### config.mk
export PLATFORM = sky130hd
export DESIGN_NAME = xcom_link_rx_ml
export DESIGN_NICKNAME = d
export VERILOG_FILES = /design/src/rtl/xcom_link_rx_ml.sv
export SDC_FILE = /design/constraint.sdc
export NUM_CORES = 1
export LEC_CHECK = 0
export CORE_MARGIN = 5
export CORE_UTILIZATION = 45
export CTS_BUF_LIST = sky130_fd_sc_hd__clkbuf_8
export CTS_CLUSTER_DIAMETER = 120
export DETAILED_ROUTE_END_ITERATION = 10
export GPL_TIMING_DRIVEN = 0
export HOLD_SLACK_MARGIN = 0.15
export PLACE_DENSITY = 0.68
export SYNTH_ARGS = -nofsm -noshare
export SYNTH_HDL_FRONTEND = slang
export SYNTH_SLANG_ARGS = --single-unit
### constraint.sdc
create_clock -name x_clk_i -period 2.5 [get_ports x_clk_i]
set_input_delay 0.5 -clock x_clk_i [delete_from_list [all_inputs] [get_ports x_clk_i]]
set_output_delay 0.5 -clock x_clk_i [all_outputs]
set_load 0.05 [all_outputs]
### src/rtl/xcom_link_rx_ml.sv
// xcom_link_rx_ml - multi-lane XCOM wire receiver.
// Deserialises toggle-clocked frames (NL lanes sharing one strobe), filters by
// destination ID and hands accepted frames to the consumer over req/ack.
// Ports:
//   x_clk_i, x_rst_ni         clock, synchronous active-low reset
//   xcom_id_i                 own node ID (0 in dst means broadcast)
//   rx_dt_i, rx_ck_i          async data lanes / strobe (one symbol per level change)
//   rx_req_o, rx_ack_i        frame handshake
//   rx_cmd_o, rx_dst_o        header nibbles of the held frame
//   rx_data_o                 right-aligned payload of the held frame
//   rx_err_o, rx_err_code_o   error pulse, last error (1 timeout, 2 overrun)
//   rx_frm_cnt_o              accepted-frame counter, wrapping
module xcom_link_rx_ml #(
  parameter int NL     = 1,
  parameter int TO_CYC = 31,
  parameter int CNT_W  = 16
) (
  input  logic             x_clk_i,
  input  logic             x_rst_ni,
  input  logic [3:0]       xcom_id_i,
  input  logic [NL-1:0]    rx_dt_i,
  input  logic             rx_ck_i,
  output logic             rx_req_o,
  input  logic             rx_ack_i,
  output logic [3:0]       rx_cmd_o,
  output logic [3:0]       rx_dst_o,
  output logic [31:0]      rx_data_o,
  output logic             rx_err_o,
  output logic [1:0]       rx_err_code_o,
  output logic [CNT_W-1:0] rx_frm_cnt_o
);
  localparam int HDR_SYM = 8 / NL;

  typedef enum logic [2:0] {IDLE, HEADER, DATA, CHECK, REQ, ACK} state_t;
  state_t state;

  logic          ck_s1, ck_s2, ck_s3;
  logic [NL-1:0] dt_s1, dt_s2, dt_s3;
  logic [7:0]    hdr;
  logic [31:0]   shf;
  logic [5:0]    sym_cnt;
  logic [7:0]    to_cnt;

  logic          tog;
  logic [7:0]    hdr_nxt;
  logic [31:0]   shf_nxt;
  logic [5:0]    dat_sym;
  logic          timeout;

  assign tog     = ck_s2 ^ ck_s3;
  assign hdr_nxt = {hdr[7-NL:0], dt_s3};
  assign shf_nxt = {shf[31-NL:0], dt_s3};
  // A tog in the timeout cycle wins, so the abort is qualified with !tog.
  assign timeout = !tog && (state == HEADER || state == DATA) &&
                   (to_cnt == 8'(TO_CYC - 1));

  // Payload symbol count, from the completed header held in hdr.
  always_comb begin
    dat_sym = '0;
    case (hdr[6:5])
      2'b01:   dat_sym = 6'(8 / NL);
      2'b10:   dat_sym = 6'(16 / NL);
      2'b11:   dat_sym = 6'(32 / NL);
      default: dat_sym = '0;
    endcase
  end

  always_ff @(posedge x_clk_i) begin
    if (!x_rst_ni) begin
      state         <= IDLE;
      ck_s1         <= 1'b0;
      ck_s2         <= 1'b0;
      ck_s3         <= 1'b0;
      dt_s1         <= '0;
      dt_s2         <= '0;
      dt_s3         <= '0;
      hdr           <= '0;
      shf           <= '0;
      sym_cnt       <= '0;
      to_cnt        <= '0;
      rx_req_o      <= 1'b0;
      rx_cmd_o      <= '0;
      rx_dst_o      <= '0;
      rx_data_o     <= '0;
      rx_err_o      <= 1'b0;
      rx_err_code_o <= '0;
      rx_frm_cnt_o  <= '0;
    end else begin
      ck_s1 <= rx_ck_i;
      ck_s2 <= ck_s1;
      ck_s3 <= ck_s2;
      dt_s1 <= rx_dt_i;
      dt_s2 <= dt_s1;
      dt_s3 <= dt_s2;
      rx_err_o <= 1'b0;

      if (tog || !(state == HEADER || state == DATA)) to_cnt <= '0;
      else                                           to_cnt <= to_cnt + 8'd1;

      case (state)
        IDLE: begin
          if (tog) begin
            hdr     <= hdr_nxt;
            sym_cnt <= 6'd1;
            state   <= HEADER;
          end else begin
            sym_cnt <= '0;
          end
        end
        HEADER: begin
          if (tog) begin
            hdr <= hdr_nxt;
            if (sym_cnt == 6'(HDR_SYM - 1)) begin
              sym_cnt <= '0;
              shf     <= '0;
              state   <= (|hdr_nxt[6:5]) ? DATA : CHECK;
            end else begin
              sym_cnt <= sym_cnt + 6'd1;
            end
          end else if (timeout) begin
            sym_cnt       <= '0;
            rx_err_o      <= 1'b1;
            rx_err_code_o <= 2'd1;
            state         <= IDLE;
          end
        end
        DATA: begin
          if (tog) begin
            shf <= shf_nxt;
            if (sym_cnt == dat_sym - 6'd1) begin
              sym_cnt <= '0;
              state   <= CHECK;
            end else begin
              sym_cnt <= sym_cnt + 6'd1;
            end
          end else if (timeout) begin
            sym_cnt       <= '0;
            rx_err_o      <= 1'b1;
            rx_err_code_o <= 2'd1;
            state         <= IDLE;
          end
        end
        CHECK: begin
          // Frames for other nodes are dropped silently.
          if (hdr[3:0] == 4'd0 || hdr[3:0] == xcom_id_i) begin
            rx_cmd_o     <= hdr[7:4];
            rx_dst_o     <= hdr[3:0];
            rx_data_o    <= shf;
            rx_frm_cnt_o <= rx_frm_cnt_o + CNT_W'(1);
            rx_req_o     <= 1'b1;
            state        <= REQ;
          end else begin
            state <= IDLE;
          end
        end
        REQ: begin
          if (rx_ack_i) begin
            rx_req_o <= 1'b0;
            state    <= ACK;
          end
        end
        ACK: begin
          if (!rx_ack_i) state <= IDLE;
        end
        default: state <= IDLE;
      endcase

      // Symbols arriving while a frame is being checked or held are lost.
      if (tog && (state inside {CHECK, REQ, ACK})) begin
        rx_err_o      <= 1'b1;
        rx_err_code_o <= 2'd2;
      end
    end
  end
endmodule

==> qor.log, run 1 <==
INFO  outcome        result_of_the_run=completed
INFO  critical_path  cp_data_required_time=2.82ns
INFO  synth          synth_seq_cells=123
INFO  synth          synthesis.area=5000µm²
INFO  sta            grt_setup_unrepaired=no
INFO  clocking       cts_resized=0
INFO  detailed_routing route.detailed.drc=0
INFO  critical_path  crit_path_end_kind=register
INFO  critical_path  r2r_cells=7
INFO  cells_and_area area.growth.synth_to_final=24.8%
INFO  place          placement.setup.worst_slack=0.00563ns
INFO  sta            tightestPinTransition=0.873ns
INFO  hold_path      holdCritPathClass=reg2reg
INFO  detailed_routing detail_route.iter0.violations=290
INFO  pwr            total_leakage_power=0.00213µW
INFO  place          detailed_place_hpwl=8100µm
INFO  global_routing wire_length_of_the_first_global_routing_pass=18,900µm
INFO  place          gp_congestion=0.895
INFO  critical_path  path_type_of_the_worst_setup_path=reg2reg
INFO  critical_path  launch_point_of_the_critical_path=hdr[5]
INFO  synth          synth.distinct_cells=54
INFO  cells_and_area multi_input_comb_area=2340µm²
INFO  hold_path      worstHoldStart=dt_s1
INFO  clocking       htreeDepth=4
INFO  clocking       clk_pin_slew_worst_paths=0.08ns
INFO  critical_path  rr_startpoint=hdr[5]
INFO  sta            timing_hold_violations_final=0
INFO  cells_and_area layout.nets=673
INFO  floorplanning  core_region_area=10,800µm²
INFO  sta            final.setup.worst_slack=0.211ns
INFO  detailed_routing route.detailed.wl_per_inst=13.8µm
INFO  synth          yosys.area.top_type=sky130_fd_sc_hd__dfxtp_1
INFO  cells_and_area finish.cell_count_without_fillers=811
INFO  clocking       cts-root-buf=sky130_fd_sc_hd__clkbuf_8
INFO  clocking       cts_setup_buffers=0
INFO  synth          ys_seq_area_share=49.3%
INFO  pwr            irDropWorstVdd=0.000265V
INFO  sta            worst_clock_skew=0.0117ns
INFO  global_routing first_global_vias=3,922
INFO  critical_path  end_of_the_critical_path=state[0]
INFO  detailed_routing viasPerCell=5.26
INFO  floorplanning  chipHeight=115µm
INFO  detailed_routing route.antenna.remaining_nets=0
INFO  sta            setup_viol=0
INFO  clocking       cts_made_buffers=17
INFO  synth          synth_area_per_cell=8.75µm²
INFO  critical_path  crit_arrival=2.60ns
INFO  synth          syn_inst=571
INFO  sta            tns=0ns
INFO  clocking       clk_latency=0.43ns
INFO  synth          synth-edff-count=0
INFO  critical_path  critPathMaxFanout=6
INFO  clocking       cts-hold-fix-buffers=0
INFO  sta            period_needed=2.29ns
INFO  global_routing antenna_found_initial=0
INFO  synth          synth_top_cells_by_area=sky130_fd_sc_hd__dfxtp_1 (49%), sky130_fd_sc_hd__nand2_1 (7.5%), sky130_fd_sc_hd__a21oi_1 (5.6%), sky130_fd_sc_hd__a22oi_1 (5.3%), sky130_fd_sc_hd__nor2_1 (5.3%)
INFO  sta            maxSlewHeadroom=41.4%
INFO  critical_path  reg2reg_to=state[0]
INFO  sta            period_share=91.5%
INFO  synth          ys_warn_count=0
INFO  synth          post-synth-top-area-fraction=49.3%
INFO  synth          ys_async_sr_fraction=0%
INFO  synth          mappedNetlistNets=586
INFO  floorplanning  start_util=46.1%
INFO  global_routing pin_count_of_the_biggest_net_entering_global_routing=17
INFO  clocking       cts_tree=built
INFO  floorplanning  dieArea=13,300µm²
INFO  sta            timing.hold.ws=0.437ns
INFO  cells_and_area seqCellArea=2460µm²
INFO  hold_path      min_path_cells=1
INFO  critical_path  critical_path.startpoint_type=register
INFO  floorplanning  core.rowCount=38
INFO  detailed_routing routed_wirelength=11,200µm
INFO  global_routing gr-total-overflow=0
INFO  clocking       clock_sinks=123
INFO  place          placement.io_buffers=68
INFO  critical_path  r2r_slack=0.21ns
INFO  cells_and_area drive_gt1_share=8.79%
INFO  global_routing track_usage=17.7%
INFO  detailed_routing route.vias.total=4,269
INFO  detailed_routing dr.pass1.iters=7
INFO  sta            timing.fmax=437MHz
INFO  floorplanning  io_pins=69
INFO  synth          synth_flop_cell=sky130_fd_sc_hd__dfxtp_1
INFO  clocking       max-clock-path-buffers=2
INFO  floorplanning  die_x=115µm
INFO  cells_and_area fillers=1,029
INFO  cells_and_area diodes=0
INFO  place          numPlacedInstances=779
INFO  pwr            powerDensity=622nW/µm²
INFO  job            maxCapViolations=0
INFO  sta            drv_slew=0
[power breakdown]
part / internal, µW / switching, µW / leakage, µW / total [µW]
registers: 1970 / 10.5 / 0.000992 / 1980
logic: 74.6 / 147 / 0.000955 / 222
clock network: 832 / 845 / 0.000185 / 1680
[logic make-up (layout without fill, tap and decap cells)]
family,after synthesis,count (layout),synth area share (%)
XOR/XNOR,27,27,4.73
adder cells (fa/ha/maj),6,6,1.50
AO/OA/AOI/OAI,121,121,15.8
buffers and inverters,44,144,3.86
multiplexers,9,9,1.83
AND/OR/NAND/NOR,241,241,23.0
flip-flops,123,123,49.3
[registers in the layout (all words and copies together) (netlist names), 2 cells and up]
signal,count
hdr,8
rx_cmd_o,4
rx_data_o,32
rx_dst_o,4
rx_err_code_o,2
rx_frm_cnt_o,16
shf,32
state,3
sym_cnt,6
to_cnt,8
[final cells by class]
cell class                      instances  share of cell area (%)
Sequential cell                       123                    39.5
Multi-Input combinational cell        404                    37.5
Timing Repair Buffer                   68                    10.9
Clock buffer                           18                    3.97
Tap cell                              140                    2.81
Buffer                                 35                    2.55
Clock inverter                         14                    2.21
Inverter                                9                   0.542
[cells in the final DEF (no fill, tap or decap), types with 5 or more instances in the layout]
cell type	n
sky130_fd_sc_hd__nor2_1	70
sky130_fd_sc_hd__and3_1	6
sky130_fd_sc_hd__and2_1	8
sky130_fd_sc_hd__a22oi_1	35
sky130_fd_sc_hd__ha_1	6
sky130_fd_sc_hd__clkbuf_1	25
sky130_fd_sc_hd__clkdlybuf4s50_1	68
sky130_fd_sc_hd__dfxtp_1	123
sky130_fd_sc_hd__o21ai_0	5
sky130_fd_sc_hd__inv_1	9
sky130_fd_sc_hd__xor2_1	11
sky130_fd_sc_hd__nand3_1	12
sky130_fd_sc_hd__nor4_2	5
sky130_fd_sc_hd__clkbuf_8	18
sky130_fd_sc_hd__mux2i_1	8
sky130_fd_sc_hd__xnor2_1	16
sky130_fd_sc_hd__a21oi_1	56
sky130_fd_sc_hd__nand2_1	100
sky130_fd_sc_hd__nor3_1	6
[per-stage QoR]
step           utilization [%]  area (µm²)  total power [µW]
4_1_cts                   57.5        6240              3940
2_1_floorplan                -        5000              2180
3_3_place_gp              54.0        5850              2250
6_report                  57.5        6240              3880
5_1_grt                   57.5        6240              4060
3_5_place_dp              54.0        5850              2250
[worst min path at each step]
| stage | end | slack [ns] |
|---|---|---|
| 2_1_floorplan | ck_s2 | 0.41 |
| 3_3_place_gp | dt_s2 | 0.41 |
| 3_5_place_dp | dt_s3 | 0.43 |
| 4_1_cts | dt_s2 | 0.44 |
| 5_1_grt | ck_s2 | 0.47 |
| 6_report | dt_s2 | 0.44 |
[cells in the mapped netlist, types with 8 or more instances]
cell type	count
sky130_fd_sc_hd__clkbuf_1	25
sky130_fd_sc_hd__nor2_1	70
sky130_fd_sc_hd__dfxtp_1	123
sky130_fd_sc_hd__xor2_1	11
sky130_fd_sc_hd__inv_1	9
sky130_fd_sc_hd__a21oi_1	56
sky130_fd_sc_hd__mux2i_1	8
sky130_fd_sc_hd__and2_1	8
sky130_fd_sc_hd__nand3_1	12
sky130_fd_sc_hd__a22oi_1	35
sky130_fd_sc_hd__nand2_1	100
sky130_fd_sc_hd__xnor2_1	16
[worst max-delay path, stage by stage (launching register included)]
cell and delay [ns]:
sky130_fd_sc_hd__dfxtp_1 0.43, sky130_fd_sc_hd__inv_1 0.07, sky130_fd_sc_hd__ha_1 0.30, sky130_fd_sc_hd__xnor2_1 0.16
sky130_fd_sc_hd__o41ai_1 0.33, sky130_fd_sc_hd__a21oi_1 0.22, sky130_fd_sc_hd__or4_1 0.53, sky130_fd_sc_hd__o211a_1 0.13
[layer usage]
| metal | track usage, % | vias up | routed length, µm |
|---|---|---|---|
| li1 | - | 2136 | - |
| met2 | 28.5 | 102 | 5330 |
| met4 | 6.57 | 0 | 157 |
| met1 | 23.2 | 2014 | 5140 |
| met3 | 3.89 | 17 | 600 |
| met5 | 0 | - | 0 |
Note: power is estimated with default switching activity, not from simulation.
==> inputs of run 2 (changes only) <==
CORE_MARGIN = 2   (was 5)
==> run 2 against run 1 <==
- core utilization rose by 0.32 points
- critical path depth did not move
- cell count did not move
- register-to-register slack barely moved
- count of clock-buffer cells in the layout fell by 1
- sequential share of layout area fell by 0.22 points
- maximum frequency fell by 0.14%
- final area rose by 0.56%
- clock skew rose by 0.0039 ns
==> qor.log, run 2 (synthesis gave the netlist of run 1 again) <==
INFO  pwr            total_leakage_power=0.00216µW [+1.2%]
INFO  critical_path  rr_startpoint=hdr[5]
INFO  floorplanning  die_x=109µm [-5.2%]
INFO  clocking       cts_setup_buffers=0 [unchanged]
INFO  critical_path  slowest_stage=sky130_fd_sc_hd__or4_1
INFO  clocking       cts-root-buf=sky130_fd_sc_hd__clkbuf_8
INFO  sta            grt_setup_unrepaired=no
INFO  clocking       clk_pin_slew_worst_paths=0.07ns [about the same]
INFO  place          detailed_place_hpwl=8050µm [-0.58%]
INFO  cells_and_area area.growth.synth_to_final=25.5%
INFO  critical_path  cp_top_family=compound AO/OA/AOI/OAI gates
INFO  critical_path  crit_cells=7 [unchanged]
INFO  pwr            power.clock.fraction=45.7% [+2.5 points]
INFO  pwr            switchingPower=1000µW [-0.23%]
INFO  global_routing track_usage=19.4% [+1.8 points]
INFO  detailed_routing dr.pass1.iters=5 [-2]
INFO  cells_and_area layout.cell_area.non_filler=6270µm² [+0.56%]
INFO  clocking       cts-hold-fix-buffers=0 [unchanged]
INFO  detailed_routing route.antenna.remaining_nets=0 [unchanged]
INFO  place          placement.io_buffers=68 [unchanged]
INFO  detailed_routing maxUsedRoutingLayer=met4
INFO  sta            period_share=91.7% [+0.13 points]
INFO  critical_path  launch_point_of_the_critical_path=hdr[5]
INFO  floorplanning  core.rowCount=38 [unchanged]
INFO  cells_and_area mostFrequentLayoutCell=sky130_fd_sc_hd__dfxtp_1
INFO  clocking       clock_sinks=123 [unchanged]
INFO  cells_and_area layout.cells.most_common_list=sky130_fd_sc_hd__dfxtp_1 (123), sky130_fd_sc_hd__nand2_1 (100), sky130_fd_sc_hd__nor2_1 (70)
INFO  critical_path  cp_data_required_time=2.81ns [about the same]
INFO  pwr            comb_power_share=5.5% [-0.2 points]
INFO  place          placed_cell_area=5850µm² [unchanged]
INFO  cells_and_area drive_gt1_share=8.64% [-0.15 points]
INFO  critical_path  end_of_the_critical_path=state[0]
INFO  clocking       cts_resized=0 [unchanged]
INFO  detailed_routing detail_route.iter0.violations=240 [-17%]
INFO  critical_path  r2r_slack=0.21ns [about the same]
INFO  pwr            irDropWorstVdd=0.000303V [+14%]
INFO  detailed_routing viasPerCell=5.19 [-1.4%]
INFO  cells_and_area finish.cell_count_without_fillers=811 [unchanged]
INFO  clocking       max-clock-path-buffers=2 [unchanged]
INFO  clocking       cts_made_buffers=17 [unchanged]
INFO  sta            timing.fmax=436MHz [-0.14%]
INFO  critical_path  reg2reg_to=state[0]
INFO  pwr            powerDensity=646nW/µm² [+3.8%]
INFO  sta            drv_slew=0 [unchanged]
INFO  critical_path  crit_path_end_kind=register
INFO  floorplanning  start_util=46.1% [unchanged]
INFO  detailed_routing route.detailed.wl_per_inst=13.7µm [-0.97%]
INFO  global_routing antenna_found_initial=0 [unchanged]
INFO  detailed_routing route.detailed.drc=0 [unchanged]
INFO  sta            worst_clock_skew=0.0155ns [+0.00388 ns]
INFO  cells_and_area layout.nets=673 [unchanged]
INFO  detailed_routing met2RoutedLength=5470µm [+2.6%]
INFO  critical_path  critPathMaxFanout=6 [unchanged]
INFO  critical_path  r2r_cells=7 [unchanged]
INFO  floorplanning  core_region_area=10,800µm² [unchanged]
INFO  critical_path  crit_arrival=2.61ns [about the same]
INFO  place          numPlacedInstances=779 [unchanged]
INFO  pwr            sequentialPowerShare=48.9% [-2.1 points]
INFO  critical_path  critical_path.cell_chain=inv_1, ha_1, xnor2_1, o41ai_1, a21oi_1, or4_1, o211a_1
INFO  sta            period_needed=2.29ns [+0.00320 ns]
INFO  clocking       htreeDepth=4 [unchanged]
INFO  detailed_routing routed_wirelength=11,100µm [-0.97%]
INFO  sta            tightestPinTransition=0.758ns [-0.115 ns]
INFO  critical_path  critical_path.startpoint_type=register
INFO  sta            maxSlewHeadroom=49.1% [+7.7 points]
INFO  detailed_routing detail_route.wirelength.met1=5070µm [-1.4%]
INFO  detailed_routing total_met3_wirelength_after_detailed_routing=475µm [-21%]
INFO  cells_and_area diodes=0 [unchanged]
INFO  critical_path  path_type_of_the_worst_setup_path=reg2reg
INFO  critical_path  crit_buf_inv=1 [unchanged]
INFO  cells_and_area reg_top3=rx_data_o: 32 flops, shf: 32 flops, rx_frm_cnt_o: 16 flops
INFO  floorplanning  chipHeight=109µm [-5.2%]
INFO  hold_path      holdCritPathClass=reg2reg
INFO  global_routing pin_count_of_the_biggest_net_entering_global_routing=17 [unchanged]
INFO  global_routing gr-total-overflow=0 [unchanged]
INFO  floorplanning  dieArea=12,000µm² [-10%]
INFO  outcome        result_of_the_run=completed
INFO  pwr            p_int=3050µW [+6.0%]
INFO  clocking       clk_latency=0.43ns [about the same]
INFO  clocking       cts_tree=built
INFO  sta            timing_hold_violations_final=0 [unchanged]
INFO  place          gp_congestion=0.897 [+0.20%]
INFO  global_routing wire_length_of_the_first_global_routing_pass=18,300µm [-3.3%]
INFO  detailed_routing route.vias.total=4,208 [-1.4%]
INFO  sta            tns=0ns [unchanged]
INFO  sta            setup_viol=0 [unchanged]
INFO  floorplanning  io_pins=69 [unchanged]
INFO  job            maxCapViolations=0 [unchanged]
INFO  global_routing first_global_vias=3,946 [+0.61%]
INFO  critical_path  critPathMaxStageDelay=0.54ns [about the same]
INFO  pwr            power.share.switching=24.7% [-1.2 points]
==> run 2: worst min path at each step <==
stage	start	endpoint	slack [ns]	cells after the start
5_1_grt	ck_s1	ck_s2	0.46	1
4_1_cts	dt_s2	dt_s3	0.44	1
6_report	dt_s1	dt_s2	0.44	1
3_3_place_gp	dt_s1	dt_s2	0.41	1
2_1_floorplan	ck_s1	ck_s2	0.41	1
3_5_place_dp	dt_s2	dt_s3	0.42	1
==> run 2: cell type report <==
cell class                 instances  area (µm²)
buffer                            35         159
clock buffer                      17         234
clock inverter                    15         186
fill                             991        4570
inverter                           9        33.8
multi-input combinational        404        2340
sequential                       123        2460
tap                              140         175
timing repair buffer              68         681
==> run 2: metal layers <==
layer,track usage (%),vias up
met3,4.56,8
li1,-,2138
met1,24.6,1984
met2,31.7,78
met4,8.23,0
met5,0,-
==> run 2: power groups by stage <==
stage	Combinational [µW]	Clock, µW	Sequential [µW]
after floorplan	152	0	2030
after global placement	215	0	2030
after detailed placement	221	0	2030
after CTS	223	1880	1980
after global routing	244	1970	1980
final	222	1850	1980
==> run 2: metrics by stage <==
stage                     total power [µW]  util, %  hold slack, ns  setup WS [ns]
after floorplan                       2180        -           0.412          0.439
after global placement                2240     54.0           0.415         0.0137
after detailed placement              2250     54.0           0.422        0.00989
after CTS                             4090     57.9           0.440          0.236
after global routing                  4190     57.9           0.455         0.0450
final                                 4050     57.9           0.437          0.208
==> inputs of run 3 (changes only) <==
TNS_END_PERCENT = 100   (was not set)
==> results of run 3 <==
Final layout, timing and power as in run 2 (identical DEF).
